<file path="src/rtl/xy2_pkg.sv">
// Shared types, constants and parity helper for the XY2-100 link receiver.
package xy2_pkg;

    localparam int unsigned FRAME_BITS = 20;
    localparam int unsigned DATA_BITS  = 16;
    localparam int unsigned HDR_BITS   = 3;
    localparam int unsigned BITCNT_W   = 5;

    localparam logic [HDR_BITS-1:0] HDR_16B = 3'b001;

    typedef enum logic [1:0] {
        HUNT,
        WAIT1,
        RECV,
        CHECK
    } rx_state_e;

    typedef struct packed {
        logic sync;
        logic clk;
        logic x;
        logic y;
    } link_t;

    // XOR of all bits: 0 means the vector already has even parity
    function automatic logic even_par20(input logic [FRAME_BITS-1:0] v);
        return ^v;
    endfunction

endpackage

</file>
<file path="src/rtl/xy2_rx_chan.sv">
// One XY2-100 data channel: frame shift register with header/parity qualification.
module xy2_rx_chan
    import xy2_pkg::*;
(
    input  logic                 clk_ref,
    input  logic                 sys_rstn,
    input  logic                 shift_en,
    input  logic                 din,
    output logic [DATA_BITS-1:0] data,
    output logic                 good
);

    logic [FRAME_BITS-1:0] sreg;
    logic [FRAME_BITS-1:0] sreg_n;

    assign sreg_n = {sreg[FRAME_BITS-2:0], din};

    // good is judged on the value being shifted in, so it is ready with the last bit
    always_ff @(posedge clk_ref or negedge sys_rstn) begin
        if (!sys_rstn) begin
            sreg <= '0;
            good <= 1'b0;
        end else if (shift_en) begin
            sreg <= sreg_n;
            good <= (sreg_n[FRAME_BITS-1 -: HDR_BITS] == HDR_16B) && !even_par20(sreg_n);
        end
    end

    assign data = sreg[DATA_BITS:1];

endmodule

</file>
<file path="src/rtl/xy2_100_rx.sv">
// XY2-100 galvo link receiver: synchronisers, frame FSM, link watchdog,
// error counter and the serial status transmitter.
module xy2_100_rx
    import xy2_pkg::*;
#(
    parameter int unsigned TIMEOUT_CYC = 200,
    parameter bit          SIGNED_OUT  = 1'b1
) (
    input  logic                 clk_ref,
    input  logic                 sys_rstn,
    input  logic                 xy_sync,
    input  logic                 xy_clk,
    input  logic                 xy_x,
    input  logic                 xy_y,
    output logic                 xy_status,
    input  logic [DATA_BITS-1:0] status_word,
    output logic [DATA_BITS-1:0] pos_x,
    output logic [DATA_BITS-1:0] pos_y,
    output logic                 pos_x_valid,
    output logic                 pos_y_valid,
    output logic                 frame_err_x,
    output logic                 frame_err_y,
    output logic                 link_ok,
    output logic [DATA_BITS-1:0] err_cnt
);

    localparam int unsigned         IDLE_W   = $clog2(TIMEOUT_CYC + 1);
    localparam logic [BITCNT_W-1:0] LAST_BIT = BITCNT_W'(FRAME_BITS - 1);
    localparam logic [DATA_BITS-1:0] POS_FLIP = SIGNED_OUT ? 16'h8000 : 16'h0000;

    link_t s1, s2, s3;
    logic  clk_fall_c, clk_rise_c, sync_rise_c;

    // Two-stage synchroniser plus a third stage for edge detection
    always_ff @(posedge clk_ref or negedge sys_rstn) begin
        if (!sys_rstn) begin
            s1 <= '0;
            s2 <= '0;
            s3 <= '0;
        end else begin
            s1 <= '{sync: xy_sync, clk: xy_clk, x: xy_x, y: xy_y};
            s2 <= s1;
            s3 <= s2;
        end
    end

    assign clk_fall_c  =  s3.clk & ~s2.clk;
    assign clk_rise_c  = ~s3.clk &  s2.clk;
    assign sync_rise_c =  s2.sync & ~s3.sync;

    logic [IDLE_W-1:0] idle_cnt;
    logic              timeout_c;

    assign timeout_c = !(clk_fall_c || clk_rise_c) && (idle_cnt == IDLE_W'(TIMEOUT_CYC - 1));

    always_ff @(posedge clk_ref or negedge sys_rstn) begin
        if (!sys_rstn) begin
            idle_cnt <= '0;
        end else if (clk_fall_c || clk_rise_c || timeout_c) begin
            idle_cnt <= '0;
        end else begin
            idle_cnt <= idle_cnt + IDLE_W'(1);
        end
    end

    rx_state_e           state, state_n;
    logic [BITCNT_W-1:0] bitcnt, bitcnt_n;
    logic                shift_c, check_c, frame_bad_c;

    always_ff @(posedge clk_ref or negedge sys_rstn) begin
        if (!sys_rstn) begin
            state  <= HUNT;
            bitcnt <= '0;
        end else begin
            state  <= state_n;
            bitcnt <= bitcnt_n;
        end
    end

    // Data and sync are taken from the stage aligned with the detected falling edge
    always_comb begin
        state_n     = state;
        bitcnt_n    = bitcnt;
        shift_c     = 1'b0;
        check_c     = 1'b0;
        frame_bad_c = 1'b0;
        case (state)
            HUNT: begin
                if (clk_fall_c && !s3.sync) state_n = WAIT1;
            end
            WAIT1: begin
                if (clk_fall_c && s3.sync) begin
                    shift_c  = 1'b1;
                    bitcnt_n = BITCNT_W'(1);
                    state_n  = RECV;
                end
            end
            RECV: begin
                if (clk_fall_c) begin
                    shift_c  = 1'b1;
                    bitcnt_n = bitcnt + BITCNT_W'(1);
                    if (!s3.sync) begin
                        if (bitcnt == LAST_BIT) begin
                            state_n = CHECK;
                        end else begin
                            frame_bad_c = 1'b1;
                            state_n     = WAIT1;
                        end
                    end else if (bitcnt == LAST_BIT) begin
                        frame_bad_c = 1'b1;
                        state_n     = HUNT;
                    end
                end
            end
            CHECK: begin
                check_c = 1'b1;
                state_n = WAIT1;
            end
            default: state_n = HUNT;
        endcase
        if (timeout_c) state_n = HUNT;
    end

    logic [DATA_BITS-1:0] data_x, data_y;
    logic                 good_x, good_y;

    xy2_rx_chan u_chan_x (
        .clk_ref  (clk_ref),
        .sys_rstn (sys_rstn),
        .shift_en (shift_c),
        .din      (s3.x),
        .data     (data_x),
        .good     (good_x)
    );

    xy2_rx_chan u_chan_y (
        .clk_ref  (clk_ref),
        .sys_rstn (sys_rstn),
        .shift_en (shift_c),
        .din      (s3.y),
        .data     (data_y),
        .good     (good_y)
    );

    // Setpoints, per-channel pulses, link health and the bad-frame counter
    always_ff @(posedge clk_ref or negedge sys_rstn) begin
        if (!sys_rstn) begin
            pos_x       <= '0;
            pos_y       <= '0;
            pos_x_valid <= 1'b0;
            pos_y_valid <= 1'b0;
            frame_err_x <= 1'b0;
            frame_err_y <= 1'b0;
            link_ok     <= 1'b0;
            err_cnt     <= '0;
        end else begin
            pos_x_valid <= 1'b0;
            pos_y_valid <= 1'b0;
            frame_err_x <= 1'b0;
            frame_err_y <= 1'b0;
            if (check_c) begin
                if (good_x) begin
                    pos_x       <= data_x ^ POS_FLIP;
                    pos_x_valid <= 1'b1;
                end else begin
                    frame_err_x <= 1'b1;
                end
                if (good_y) begin
                    pos_y       <= data_y ^ POS_FLIP;
                    pos_y_valid <= 1'b1;
                end else begin
                    frame_err_y <= 1'b1;
                end
                if (good_x && good_y) link_ok <= 1'b1;
            end
            if (timeout_c) link_ok <= 1'b0;
            if ((frame_bad_c || (check_c && !(good_x && good_y))) && (err_cnt != 16'hFFFF)) begin
                err_cnt <= err_cnt + 16'd1;
            end
        end
    end

    logic [FRAME_BITS-1:0] tx_sreg;

    // Status word goes out MSB first; zeros fill behind so the line idles low
    always_ff @(posedge clk_ref or negedge sys_rstn) begin
        if (!sys_rstn) begin
            tx_sreg <= '0;
        end else if (timeout_c) begin
            tx_sreg <= '0;
        end else if (sync_rise_c) begin
            tx_sreg <= {HDR_16B, status_word, even_par20({HDR_16B, status_word, 1'b0})};
        end else if (clk_rise_c) begin
            tx_sreg <= {tx_sreg[FRAME_BITS-2:0], 1'b0};
        end
    end

    assign xy_status = tx_sreg[FRAME_BITS-1];

endmodule

</file>
<file path="config.mk">
export PLATFORM = sky130hd
export DESIGN_NAME = xy2_100_rx
export DESIGN_NICKNAME = d
export VERILOG_FILES = /design/src/rtl/xy2_pkg.sv /design/src/rtl/xy2_rx_chan.sv /design/src/rtl/xy2_100_rx.sv
export SDC_FILE = /design/constraint.sdc
export NUM_CORES = 1
export LEC_CHECK = 0
export BUFFER_PORTS_ARGS = -buffer_cell sky130_fd_sc_hd__buf_2
export CORE_MARGIN = 2
export CORE_UTILIZATION = 35
export CTS_CLUSTER_SIZE = 12
export DETAILED_ROUTE_END_ITERATION = 7
export GPL_TIMING_DRIVEN = 1
export PLACE_DENSITY_LB_ADDON = 0.12
export SYNTH_ARGS = -nofsm -noshare
export SYNTH_HDL_FRONTEND = slang
export SYNTH_SLANG_ARGS = --single-unit
</file>
<file path="constraint.sdc">
create_clock -name clk_ref -period 2.1 [get_ports clk_ref]
set_input_delay 0.21 -clock clk_ref [delete_from_list [all_inputs] [get_ports clk_ref]]
set_output_delay 0.21 -clock clk_ref [all_outputs]
set_load 0.005 [all_outputs]
</file>
* Yosys cells after proc, flatten, opt, wreduce, memory -nomap -nowiden
Index checks and enable logic that the tools add are counted.
Operators by class: add/subtract/negate cells 3, equal/unequal tests 14, muxes and demuxes 35, bitwise gates (word level) 8, reductions and logical operators 29
Operator list (count):
- 20-bit 2-to-1 mux | 3
- 20-bit XOR reduction | 3
- 1-bit 2-to-1 mux | 19
- 16-bit by 1-bit adder with 16-bit output (second input constant) | 1
- 16-bit inequality test (second input constant) | 1
- 2-bit 2-to-1 mux | 7
- 5-bit 2-to-1 mux | 2
- 5-bit one-hot mux with 2 select lines | 1
- 3-bit inequality test (second input constant) | 3
- 8-bit by 1-bit adder with 8-bit output (second input constant) | 1
- 8-bit equality test (second input constant) | 1
- 1-bit logical AND | 8
- 8-bit 2-to-1 mux | 1
- 2-bit one-hot mux with 4 select lines | 1
- 3-bit by 1-bit equality test with 1-bit output (second input constant) | 2
- 2-bit AND reduction | 3
- 2-bit nonzero test | 3
- 5-bit by 1-bit adder with 5-bit output (second input constant) | 1
- 5-bit equality test (second input constant) | 1
- 1-bit zero test | 5
- 1-bit NOT | 5
- 2-bit equality test (second input constant) | 2
- 2-bit inequality test (second input constant) | 2
- 4-bit inequality test (second input constant) | 1
- 8 further kinds | 12
Word-level totals: register bits 140, bits of input ports 22, output and inout bits 54, logic and storage cells 117

* Longest topological paths before layout
Gate-level depths: netlist of run 1.
depth in word-level cells 7, mapped depth 9, depth with buffers taken out 8

* By module
Synthesis of run 1 repeated with hierarchy kept, for this count alone.
Unflattened totals: cells, all modules 531, area total of the unflattened synthesis 6530.0 um2
By module, submodules not included:
- xy2_100_rx | instances 1, cells an instance 375, area an instance 4433.0 um2, sequential area each 2502.4 um2
- xy2_rx_chan | instances 2, cells an instance 78, area an instance 1048.5 um2, sequential area each 500.5 um2

* Worst setup path after synthesis of run 1
No wires, ideal clock.
path kind register -> register, start point reg bitcnt[0], end point reg err_cnt[15], setup time 75 ps, data arrival time 2094 ps, data required time 2025 ps, path slack -69 ps, stages on the path, launching flop included 9, path buffers 0, period minus slack after synthesis 2169 ps, cells stage by stage dfrtp_1 > ha_1 > and4bb_1 > ha_1 > a32oi_1 > or3_1 > a31o_4 > nor2_4 > xor2_2
On the way: word-level cells in the longest chain between the ends 7, elaborated cells on any way between the ends 8, those cells by class eq/ne: 1; mux: 5; reduce/logical: 2
Ends and longest elaborated chain:
- start, declared | RTL line xy2_100_rx.sv:67 | logic [BITCNT_W-1:0] bitcnt, bitcnt_n;
- start signal, assigned | RTL line xy2_100_rx.sv:76 | bitcnt <= bitcnt_n;
- 5-bit equality test (*) | RTL line xy2_100_rx.sv:103, xy2_100_rx.sv:109
- 1-bit 2-to-1 mux (on tied branches) | RTL line xy2_100_rx.sv:103, xy2_100_rx.sv:109
- 1-bit 2-to-1 mux (*) | RTL line xy2_100_rx.sv:102 | if (!s3.sync) begin
- 1-bit 2-to-1 mux (*) | RTL line xy2_100_rx.sv:99 | if (clk_fall_c) begin
- 1-bit 2-to-1 mux (*) | RTL line xy2_100_rx.sv:87 | case (state)
- 1-bit logical OR (*) | RTL line xy2_100_rx.sv:177 | if ((frame_bad_c || (check_c && !(good_x && good_y))) && (err_cnt != 16'hFFFF)) begin
- 1-bit logical AND (*) | RTL line xy2_100_rx.sv:177
- end signal, assigned | RTL line xy2_100_rx.sv:178 | err_cnt <= err_cnt + 16'd1;
- end, declared | RTL line xy2_100_rx.sv:24 | output logic [DATA_BITS-1:0] err_cnt
Mark *: on every way between the ends. The rest lies on a longest branch, timed or not. A chain may end at the register's enable or synchronous reset.

* Worst setup path in the final report of run 1
start point reg bitcnt[1], end point reg err_cnt[15]
Same word-level chain as after synthesis.

==> results of run 1 <==
==> worst max path at each step <==
stage / start / endpoint / depth (start not counted) / slack [ps]
final: bitcnt[1]$_DFFE_PN0P_ / err_cnt[15]$_DFFE_PN0P_ / 8 / -80
after global routing: bitcnt[1]$_DFFE_PN0P_ / err_cnt[11]$_DFFE_PN0P_ / 8 / -160
after global placement: bitcnt[1]$_DFFE_PN0P_ / err_cnt[13]$_DFFE_PN0P_ / 8 / -20
after CTS: bitcnt[1]$_DFFE_PN0P_ / err_cnt[13]$_DFFE_PN0P_ / 8 / -100
after floorplan: bitcnt[0]$_DFFE_PN0P_ / err_cnt[15]$_DFFE_PN0P_ / 8 / -20
after detailed placement: bitcnt[1]$_DFFE_PN0P_ / err_cnt[15]$_DFFE_PN0P_ / 8 / -90
==> cell type report <==
cell class	count	area (um^2)
well taps	225	282
inverters	11	41.3
repair buffers	100	632
clock buffers	19	443
multi-input cells	332	2690
fillers	1628	9620
flip-flops and latches	140	3500
clock inverters	13	143
==> report_power, final <==
group | internal (uW) | total, uW | switching, uW
sequential | 2980 | 3220 | 237
clock | 1780 | 2940 | 1150
combinational | 814 | 1560 | 751
==> cells by family after synthesis <==
group / share of synthesized area
AO/OA/AOI/OAI: 0.0530
multiplexers: 0.157
adder cells (fa/ha/maj): 0.0201
buffers and inverters: 0.0177
XOR/XNOR: 0.104
AND/OR/NAND/NOR: 0.0867
flip-flops: 0.562
==> synthesized netlist by cell type, drive strengths merged (2+ instances only) <==
master and n:
nand2b 2, nand4 4, mux2 70, nor2b 5, o21ai 9, and3 5, xor2 15, buf 7
a21oi 13, dfrtp 140, ha 10, nand3b 3, a211oi 16, xnor2 58, inv 11, nor3b 2
clkbuf 9, a31o 2, nor2 45, mux2i 19, nand3 10, nor3 3, nand2 29, a41o 2
==> registers in the layout, indices dropped and copies added, names as in the netlist, 2 cells and up <==
register and flops:
tx_sreg 20, pos_y 16, pos_x 16, s3 4
s1 4, idle_cnt 8, bitcnt 5, err_cnt 16
u_chan_y.sreg 19, state 2, s2 4, u_chan_x.sreg 19
==> metal layers <==
layer  part of all wire  track usage  vias up
met5                  0            0        -
met4              0.012       0.0567        0
met3              0.040       0.0416       11
met2               0.47        0.217       68
met1               0.47        0.184     1936
li1                   -            -     1933
==> metrics by stage <==
| stage | util | TNS (ps) | hold WS [ps] | instance area [um^2] | instances |
|---|---|---|---|---|---|
| 6_report | 0.446 | -269 | 95.7 | 7730 | 840 |
| 5_1_grt | 0.446 | -682 | 91.7 | 7730 | 840 |
| 4_1_cts | 0.443 | -363 | 65.0 | 7690 | 839 |
| 3_5_place_dp | 0.405 | -383 | 193 | 7040 | 802 |
| 3_3_place_gp | 0.405 | -72.1 | 187 | 7040 | 802 |
| 2_1_floorplan | - | -28.3 | -85.6 | 6240 | 499 |
==> worst reg2reg max path, stage by stage (launching register included) <==
cell,delay [ps]
dfrtp_1,380
ha_2,190
and4bb_2,260
ha_4,280
a32oi_2,110
or3_1,380
a31o_4,260
nor2_4,130
xor2_2,120
==> timing repair <==
item                                    in CTS  in global routing
setup buffers                                0                  1
gates resized for setup                      3                  8
endpoints found under the setup margin       6                 11
pin swaps                                    1                  6
hold buffers                                 5                  0
endpoints found under the hold margin       50                  0
==> results.md, run 1 <==
- Status: finished, violations left
- Failing checks: setup timing
- Number of max-cap violations: 0
- I/O pin total: 76
- Post-DP HPWL: 8000 um
- Die width: 137 um
- Sink Count: 140
- Commonest non-fill, non-tap cell in the layout: dfrtp_1
- CTS H-tree lvls: 4
- RR Startpoint: bitcnt[1]$_DFFE_PN0P_
- Top Family by Delay on Critical Path: simple AND/OR/NAND/NOR gates
- TritonCTS Buffers: 17
- Worst Skew: between 6 and 7 ps
- GPL Wtd Cong: approximately 0.73
- Library cells used by synthesis: between 40 and 50
- Startpoint Class: register
- Hold_sp: status_word[6]
- Final slew viol count: 0
- Vias in the first global route: 4092
- Hold Crit Class: in2reg
- DP Worst Slack: -93.3 ps
- Slowest stage delay, CP: 380 ps
- DRC viols: 0
- Slowest stage cell, crit path: dfrtp_1
- Post-synthesis cell count: 499
- Total power: 7720 uW
- Total grt overflow: 0
- # setup viols final: 4
- CP arrival: 2520 ps
- PwrDens: 998 nW/um^2
- Seq/Total Area, Yosys: 0.562
- Top cell type's share of synthesized area: 0.562
- Routed vias/inst: about 4.7
- CP Class: reg2reg
- VDD IR max: 597 uV
- CTS tree: yes
- Top post-synthesis cells by area: dfrtp_1 56%, mux2_2 12%, xnor2_1 8.1%
- Crit path time final: 2180 ps
- Wirelength per Cell: 14.3 um
- Top FF cell, synth: dfrtp_1
- Site row count: 48
- Layout cell share with drive strength beyond 1: 0.340
- Vias: roughly 4000
- RSZ-0062 raised after global routing: true
- Hold Path End: tx_sreg[7]$_DFFE_PN0P_
- CP Cell Sequence: ha_2 -> and4bb_2 -> ha_4 -> a32oi_2 -> or3_1 -> a31o_4 -> nor2_4 -> xor2_2
- P&R area growth vs syn: 24.0%
- First-pass GRT wire length: 20300 um
- Post-synth EDFFs: 0
- Most frequent cells in the layout: 140 x dfrtp_1, 74 x buf_2, 64 x mux2_2
- Setup ws final: -77.6 ps
- Synth Register Bits: 140
- Routed WL: 12000 um
- Die Y: 137 um
- Avg Cell Area, Syn: 12.5 um^2
- Async set-reset flop share out of synthesis: 1.00
- Setup crit end kind: register
- Total GRT Usage: 0.140
- CTS Root Cell: clkbuf_16
- Max-slew headroom: 0.682
- Synthesized cell area: 6230 um^2
- Net Count, Synth: 531
- # diodes: 0
- Worst Tran Pin Value: 477 ps
- Yosys warns: 0
- Post-DRT Antenna Nets: 0
- Max clock buf depth: 2
- Crit path buffers/inverters: 0
- Initial antenna violation count: 0
- Detailed Route Iter0 Violations: 206
- PortBufs: 75
- Die ar.: 18900 um^2
- Cell taking the most area after synthesis: dfrtp_1
- Hold Path Cell Cnt: 3
- Final hold vios: 0
- Core box area: 17400 um^2
- Nets: 634
- Peak Freq: 459 MHz
- Leak Pwr: 0.00372 uW
- R2R depth: 8
- Crit Path Max Fanout: 5
- Crit share post-route: 1.04
- Worst R2R End: err_cnt[15]$_DFFE_PN0P_
- Clock latency at the later pin of the worst-skew pair: 410 ps
- Initial Util: 0.359
- Largest net degree at the start of global routing: just under 50
- FF-to-FF setup slack: -80 ps
- CP Data Required Time: 2440 ps
- 1st-pass router iterations: 4
- Reg clk slew, reported paths: about 60 ps
Note: power is estimated with default switching activity, not from simulation.
==> run 2: changes to the inputs <==
--- a/config.mk
+++ b/config.mk
@@ -5,6 +5,7 @@
 export SDC_FILE = /design/constraint.sdc
 export NUM_CORES = 1
 export LEC_CHECK = 0
+export ABC_AREA = 1
 export BUFFER_PORTS_ARGS = -buffer_cell sky130_fd_sc_hd__buf_2
 export CORE_MARGIN = 2
 export CORE_UTILIZATION = 35
@@ -14,4 +15,5 @@
 export PLACE_DENSITY_LB_ADDON = 0.12
 export SYNTH_ARGS = -nofsm -noshare
 export SYNTH_HDL_FRONTEND = slang
+export SYNTH_HIERARCHICAL = 1
 export SYNTH_SLANG_ARGS = --single-unit
==> run 2 against run 1 <==
  * The run now ends clean
  * Wire length up 22%
  * Cell area rose by 8.0%
  * Sequential share of layout area is 3.4 points lower
  * Via count up 42%
==> results.md, run 2 <==
- Status: completed
- Max reg flops: 20
- CTS Root Cell: clkbuf_16
- Post-Route Utilization: 0.414
- Total power: 8190 uW
- Top Family by Delay on Critical Path: simple AND/OR/NAND/NOR gates
- PwrDens: 980 nW/um^2
- Setup crit end kind: register
- Largest family of logic cells by synthesized area: simple AND/OR/NAND/NOR gates
- Hold Crit Class: in2reg
- Yosys warns: 6
- Largest reg by FF count: tx_sreg
- Synth Area in Simple Gates: 0.306
- Reg area: 3500 um^2
- Post-synthesis compound-gate area fraction: 0.0607
- Synth Register Bits: 140
- Worst Skew: 11.4 ps
- Post-DP HPWL: 10000 um
- Total GRT Usage: 0.142
- Worst Tran Pin Value: roughly 560 ps
- Library cells used by synthesis: 32
- Post-DRT Antenna Nets: 0
- Detailed Route Iter0 Violations: 230
- P&R area growth vs syn: 16.2%
- Count of filler cells inserted in the layout: 2072
- # setup viols final: 0
- Number of max-cap violations: 0
- Placed Cells: 1244
- Layout cell share with drive strength beyond 1: 0.167
- Cell Count, Final, Fillers Out: between 1000 and 1500
- Max clock buf depth: 2
- CTS tree: yes
- Area of the multi-input gates: 2990 um^2
- Peak Freq: 543 MHz
- VDD IR max: 510 uV
- Setup TNS: 0 ps
- Core box area: about 20000 um^2
- Top post-synthesis cells by area: dfrtp_1 49%, nand2_1 21%, o21ai_0 5.1%
- Async set-reset flop share out of synthesis: 1.00
- Largest net degree at the start of global routing: 56
- Vias: ~5600
- First-pass GRT wire length: 25300 um
- RSZ-0062 raised after global routing: false
- Crit Path Max Fanout: 6
- TritonCTS Buffers: 17
- Synthesized cell area: slightly above 7000 um^2
- Net Count, Synth: 974
- Crit path time final: roughly 1800 ps
- Leak Pwr: 0.00453 uW
- Nets: 1030
- Wirelength per Cell: 11.4 um
- DRC viols: 0
- Top-count cell post-synth: nand2_1
- I/O pin total: 76
- Post-synthesis mux area share: 0
- Post-synth top cells: 407 x nand2_1, 140 x dfrtp_1, 75 x inv_1, 73 x o21ai_0, 46 x nand3_1
- Area post-placement: 7680 um^2
- CP Data Required Time: 2400 ps
- Routed WL: about 15000 um
- Die Y: 147 um
- Final instance area: ~8400 um^2
- Post-synth EDFFs: 0
- Most frequent cells in the layout: 406 x nand2_1, 140 x dfrtp_1, 75 x inv_1
- Cell taking the most area after synthesis: dfrtp_1
- Final hold vios: 0
- Sink Count: 140
- CP arrival: 2140 ps
- Area share of fa/ha/maj cells after synthesis: 0.0174
- Initial antenna violation count: 0
- Post-Synth XOR/XNOR Area: 0.0292
- Crit share post-route: 0.877
- Seq/Total Area, Yosys: 0.487
- Die width: 147 um
- Avg Cell Area, Syn: approximately 7.6 um^2
- Max-slew headroom: 0.624
- Startpoint Class: register
- Commonest non-fill, non-tap cell in the layout: nand2_1
- CP Class: reg2reg
- Routed vias/inst: roughly 4.4
- Die ar.: between 20000 and 25000 um^2
- CTS H-tree lvls: 4
- Post-synthesis cell count: roughly 940
- CP Cell Sequence: ha_1 -> nand4_1 -> inv_1 -> ha_1 -> nand3_1 -> nand2_1 -> nand2_2 -> inv_1 -> nand3_1 -> xnor2_1
- Vias in the first global route: 5258
- Top Registers: tx_sreg (20), u_chan_x/sreg (19), u_chan_y/sreg (19)
- GPL Wtd Cong: 0.746
- Slowest stage delay, CP: roughly 400 ps
- Crit path buffers/inverters: 2
- Site row count: 52
- Reg clk slew, reported paths: 60 ps
- Final slew viol count: 0
- Top cell type's share of synthesized area: 0.487
- # diodes: 0
- Slowest stage cell, crit path: dfrtp_1
- Post CTS Setup Buffer Count: 0
- 1st-pass router iterations: 5
- Total grt overflow: 0
- Clock latency at the later pin of the worst-skew pair: around 410 ps
- PortBufs: 75
- Initial Util: 0.356
- Top FF cell, synth: dfrtp_1
-- run 2: cell count changes after synthesis, sizes merged, moves of 37 or more --
cell   previous run  this run
nand3            10        47
xnor2            58         8
inv              11        97
mux2             70         0
o21ai             9        73
nand2            29       420
-- run 2: cells by family (layout without fill, tap and decap cells) --
| kind of cell | Yosys count | after routing |
|---|---|---|
| AO/OA/AOI/OAI | 85 | 85 |
| XOR/XNOR | 24 | 24 |
| adder cells (fa/ha/maj) | 10 | 10 |
| buffers and inverters | 151 | 219 |
| flip-flops | 140 | 140 |
| AND/OR/NAND/NOR | 532 | 532 |
-- run 2: worst reg2reg max path: cells and delay by family (launching register included) --
kind | cells | cell delay, ps
buffers and inverters | 2 | 200
xor gates and xnor gates | 1 | 130
DFF | 1 | 400
and+or+nand+nor | 5 | 510
adders and majority gates | 2 | 480
-- run 2: cell type report --
cell class / instances / area share
clock inverters: 10 / 0.0166
flip-flops and latches: 140 / 0.420
clock buffers: 21 / 0.0575
multi-input cells: 651 / 0.358
inverters: 97 / 0.0436
repair buffers: 91 / 0.0646
well taps: 270 / 0.0405
-- run 2: power by group --
| part | switching [uW] | internal (uW) |
|---|---|---|
| clock network | 1170 | 1990 |
| logic | 1090 | 676 |
| registers | 264 | 2990 |
-- run 2: layer usage --
layer	share of wire	GRT usage	vias up	routed length [um]
li1	-	-	3000	-
met1	0.51	0.197	2539	7510
met2	0.45	0.223	69	6560
met3	0.032	0.0348	5	473
met4	0.0064	0.0389	0	94
met5	0	0	-	0
-- run 2: worst paths after layout --
check,start,to,slack (ps),depth (start not counted)
worst max-delay path,bitcnt[0]$_DFFE_PN0P_,err_cnt[11]$_DFFE_PN0P_,260,10
worst min-delay path,status_word[0],tx_sreg[1]$_DFFE_PN0P_,90,3
worst max register to register,bitcnt[0]$_DFFE_PN0P_,err_cnt[11]$_DFFE_PN0P_,260,10
worst min register to register,s2[1]$_DFF_PN0_,s3[1]$_DFF_PN0_,350,0
max in group asynchronous,sys_rstn,tx_sreg[10]$_DFFE_PN0P_,1170,3
min in group asynchronous,sys_rstn,s2[0]$_DFF_PN0_,290,2
-- run 2: through the flow --
| step | setup WS [ps] | hold slack (ps) |
|---|---|---|
| 3_3_place_gp | 200 | 162 |
| 4_1_cts | 161 | 67.3 |
| 5_1_grt | 32.1 | 93.9 |
| 2_1_floorplan | 389 | -85.6 |
| 3_5_place_dp | 171 | 156 |
| 6_report | 257 | 85.6 |
-- run 2: what timing repair did --
| item | 4_1_cts | 5_1_grt |
|---|---|---|
| setup endpoints to repair | 0 | 4 |
| endpoints found under the hold margin | 43 | 0 |
| hold buffers | 5 | 0 |
| resized for setup | 0 | 2 |
==> run 3: changes to the inputs <==
--- a/config.mk
+++ b/config.mk
@@ -13,7 +13,9 @@
 export DETAILED_ROUTE_END_ITERATION = 7
 export GPL_TIMING_DRIVEN = 1
 export PLACE_DENSITY_LB_ADDON = 0.12
+export SETUP_SLACK_MARGIN = 0.5
 export SYNTH_ARGS = -nofsm -noshare
 export SYNTH_HDL_FRONTEND = slang
 export SYNTH_HIERARCHICAL = 1
 export SYNTH_SLANG_ARGS = --single-unit
+export TNS_END_PERCENT = 30
==> run 3 against run 2 <==
  * Wire length rose by 2.2%
  * Power decreased by 0.26%
  * Register-to-register slack better by 150 ps
==> results.md, run 3 (same netlist as run 2, synthesis figures left out) <==
- Crit path time final: 1690 ps
- # diodes: 0
- Number of max-cap violations: 0
- Placed Cells: 1243
- Initial antenna violation count: 0
- Most frequent cells in the layout: 400 x nand2_1, 138 x dfrtp_1, 74 x buf_2
- Total grt overflow: 0
- Setup crit end kind: register
- 1st-pass router iterations: 4
- CTS tree: yes
- Crit Path Max Fanout: 8
- Leak Pwr: 0.00462 uW
- VDD IR max: roughly 570 uV
- Setup TNS: 0 ps
- Post-DP HPWL: 9910 um
- Top Registers: tx_sreg (20), u_chan_x/sreg (19), u_chan_y/sreg (19)
- Initial Util: 0.356
- Die Y: 147 um
- I/O pin total: 76
- Commonest non-fill, non-tap cell in the layout: nand2_1
- TritonCTS Buffers: 17
- Sink Count: 140
- Detailed Route Iter0 Violations: 220
- CP Data Required Time: 2400 ps
- Largest reg by FF count: tx_sreg
- Max reg flops: 20
- DRC viols: 0
- Vias: ~5800
- Core box area: 20200 um^2
- Status: completed
- GPL Wtd Cong: 0.738
- Reg clk slew, reported paths: roughly 60 ps
- CP arrival: 2000 ps
- Largest net degree at the start of global routing: 50
- CP Class: reg2reg
- Post-Route Utilization: 0.431
- Max clock buf depth: 2
- Site row count: 52
- # setup viols final: 0
- Post-DRT Antenna Nets: 0
- Final slew viol count: 0
- Nets: 1049
- CTS Root Cell: clkbuf_16
- Die ar.: ~22000 um^2
- Worst Skew: just under 7 ps
- Die width: around 150 um
- Wirelength per Cell: about 12 um
- Hold Crit Class: in2reg
- Peak Freq: 591 MHz
- Clock latency at the later pin of the worst-skew pair: 420 ps
- PwrDens: 940 nW/um^2
- Cell Count, Final, Fillers Out: roughly 1300
- Worst Tran Pin Value: 575 ps
- PortBufs: 75
- Vias in the first global route: 5341
- Layout cell share with drive strength beyond 1: 0.211
- Routed vias/inst: 4.44
- CTS H-tree lvls: 4
- Total power: 8170 uW
- First-pass GRT wire length: 25200 um
- Final hold vios: 0
- RSZ-0062 raised after global routing: true
- Max-slew headroom: 0.616
- Routed WL: 15000 um
- Startpoint Class: register
- Crit share post-route: 0.806
- P&R area growth vs syn: 20.9%
- Total GRT Usage: 0.143
==> run 3: cell count changes in the layout (fill, tap and decap cells not counted), moves of 6 or more <==
cell     previous run  this run
o21ai_0            73        59
o21ai_1             0        13
buf_6               1         8
inv_1              75        68
nand3_1            46        39
ha_1               10         4
nand2_1           406       400
nand3_2             1         7
==> run 3: path summary, 6_finish.rpt <==
path                       slack [ps]                           end                  start  depth (start not counted)
max                               410        err_cnt[8]$_DFFE_PN0P_  bitcnt[1]$_DFFE_PN0P_                         10
min reg2reg                       350               s3[0]$_DFF_PN0_        s2[0]$_DFF_PN0_                          0
min in group asynchronous         300  u_chan_y/sreg[1]$_DFFE_PN0P_               sys_rstn                          2
max reg2reg                       410        err_cnt[8]$_DFFE_PN0P_  bitcnt[1]$_DFFE_PN0P_                         10
max in group asynchronous        1160               s3[2]$_DFF_PN0_               sys_rstn                          3
min                                80        tx_sreg[1]$_DFFE_PN0P_         status_word[0]                          3
==> run 3: area by class of cell <==
class | count | area (um^2)
inverter | 97 | 369
clock inverter | 7 | 65.1
timing repair buffer | 108 | 741
clock buffer | 23 | 488
multi-input combinational | 653 | 3180
tap | 270 | 338
fill | 2076 | 11500
sequential | 140 | 3510
==> run 3: what timing repair did <==
| action | CTS | global route |
|---|---|---|
| pin swaps | 8 | 13 |
| setup buffers | 5 | 13 |
| endpoints found under the hold margin | 50 | 0 |
| gates cloned | 0 | 2 |
| endpoints found under the setup margin | 77 | 91 |
| hold buffers | 5 | 0 |
| resized for setup | 24 | 45 |
==> run 3: where the power goes <==
part | internal, uW | switching (uW)
clock network | 1730 | 1130
logic | 824 | 1200
registers | 3000 | 276
total | 5560 | 2610
==> run 3: worst max-delay path: stages (launching register included) <==
cell	delay [ps]
dfrtp_1	380
ha_2	190
nand4_1	100
inv_2	60
ha_4	260
nand3_4	80
nand2_4	100
nand2_8	80
nor2_4	120
nand2_1	80
xor2_1	140
==> run 3: through the flow <==
step / area (um^2) / hold WS, ps / worst slack, ps
final: 8690 / 78.0 / 408
after CTS: 8450 / 54.2 / 363
after global placement: 7680 / 193 / 181
after global routing: 8690 / 75.7 / 297
after detailed placement: 7680 / 192 / 146
after floorplan: 7200 / -85.6 / 446
==> run 3: layer usage <==
layer | vias to the layer above | wire length, um | global-route usage
met5 | - | 0 | 0
met4 | 0 | 229 | 0.0534
met3 | 20 | 461 | 0.0314
met2 | 82 | 6700 | 0.225
met1 | 2627 | 7570 | 0.195
li1 | 3034 | - | -
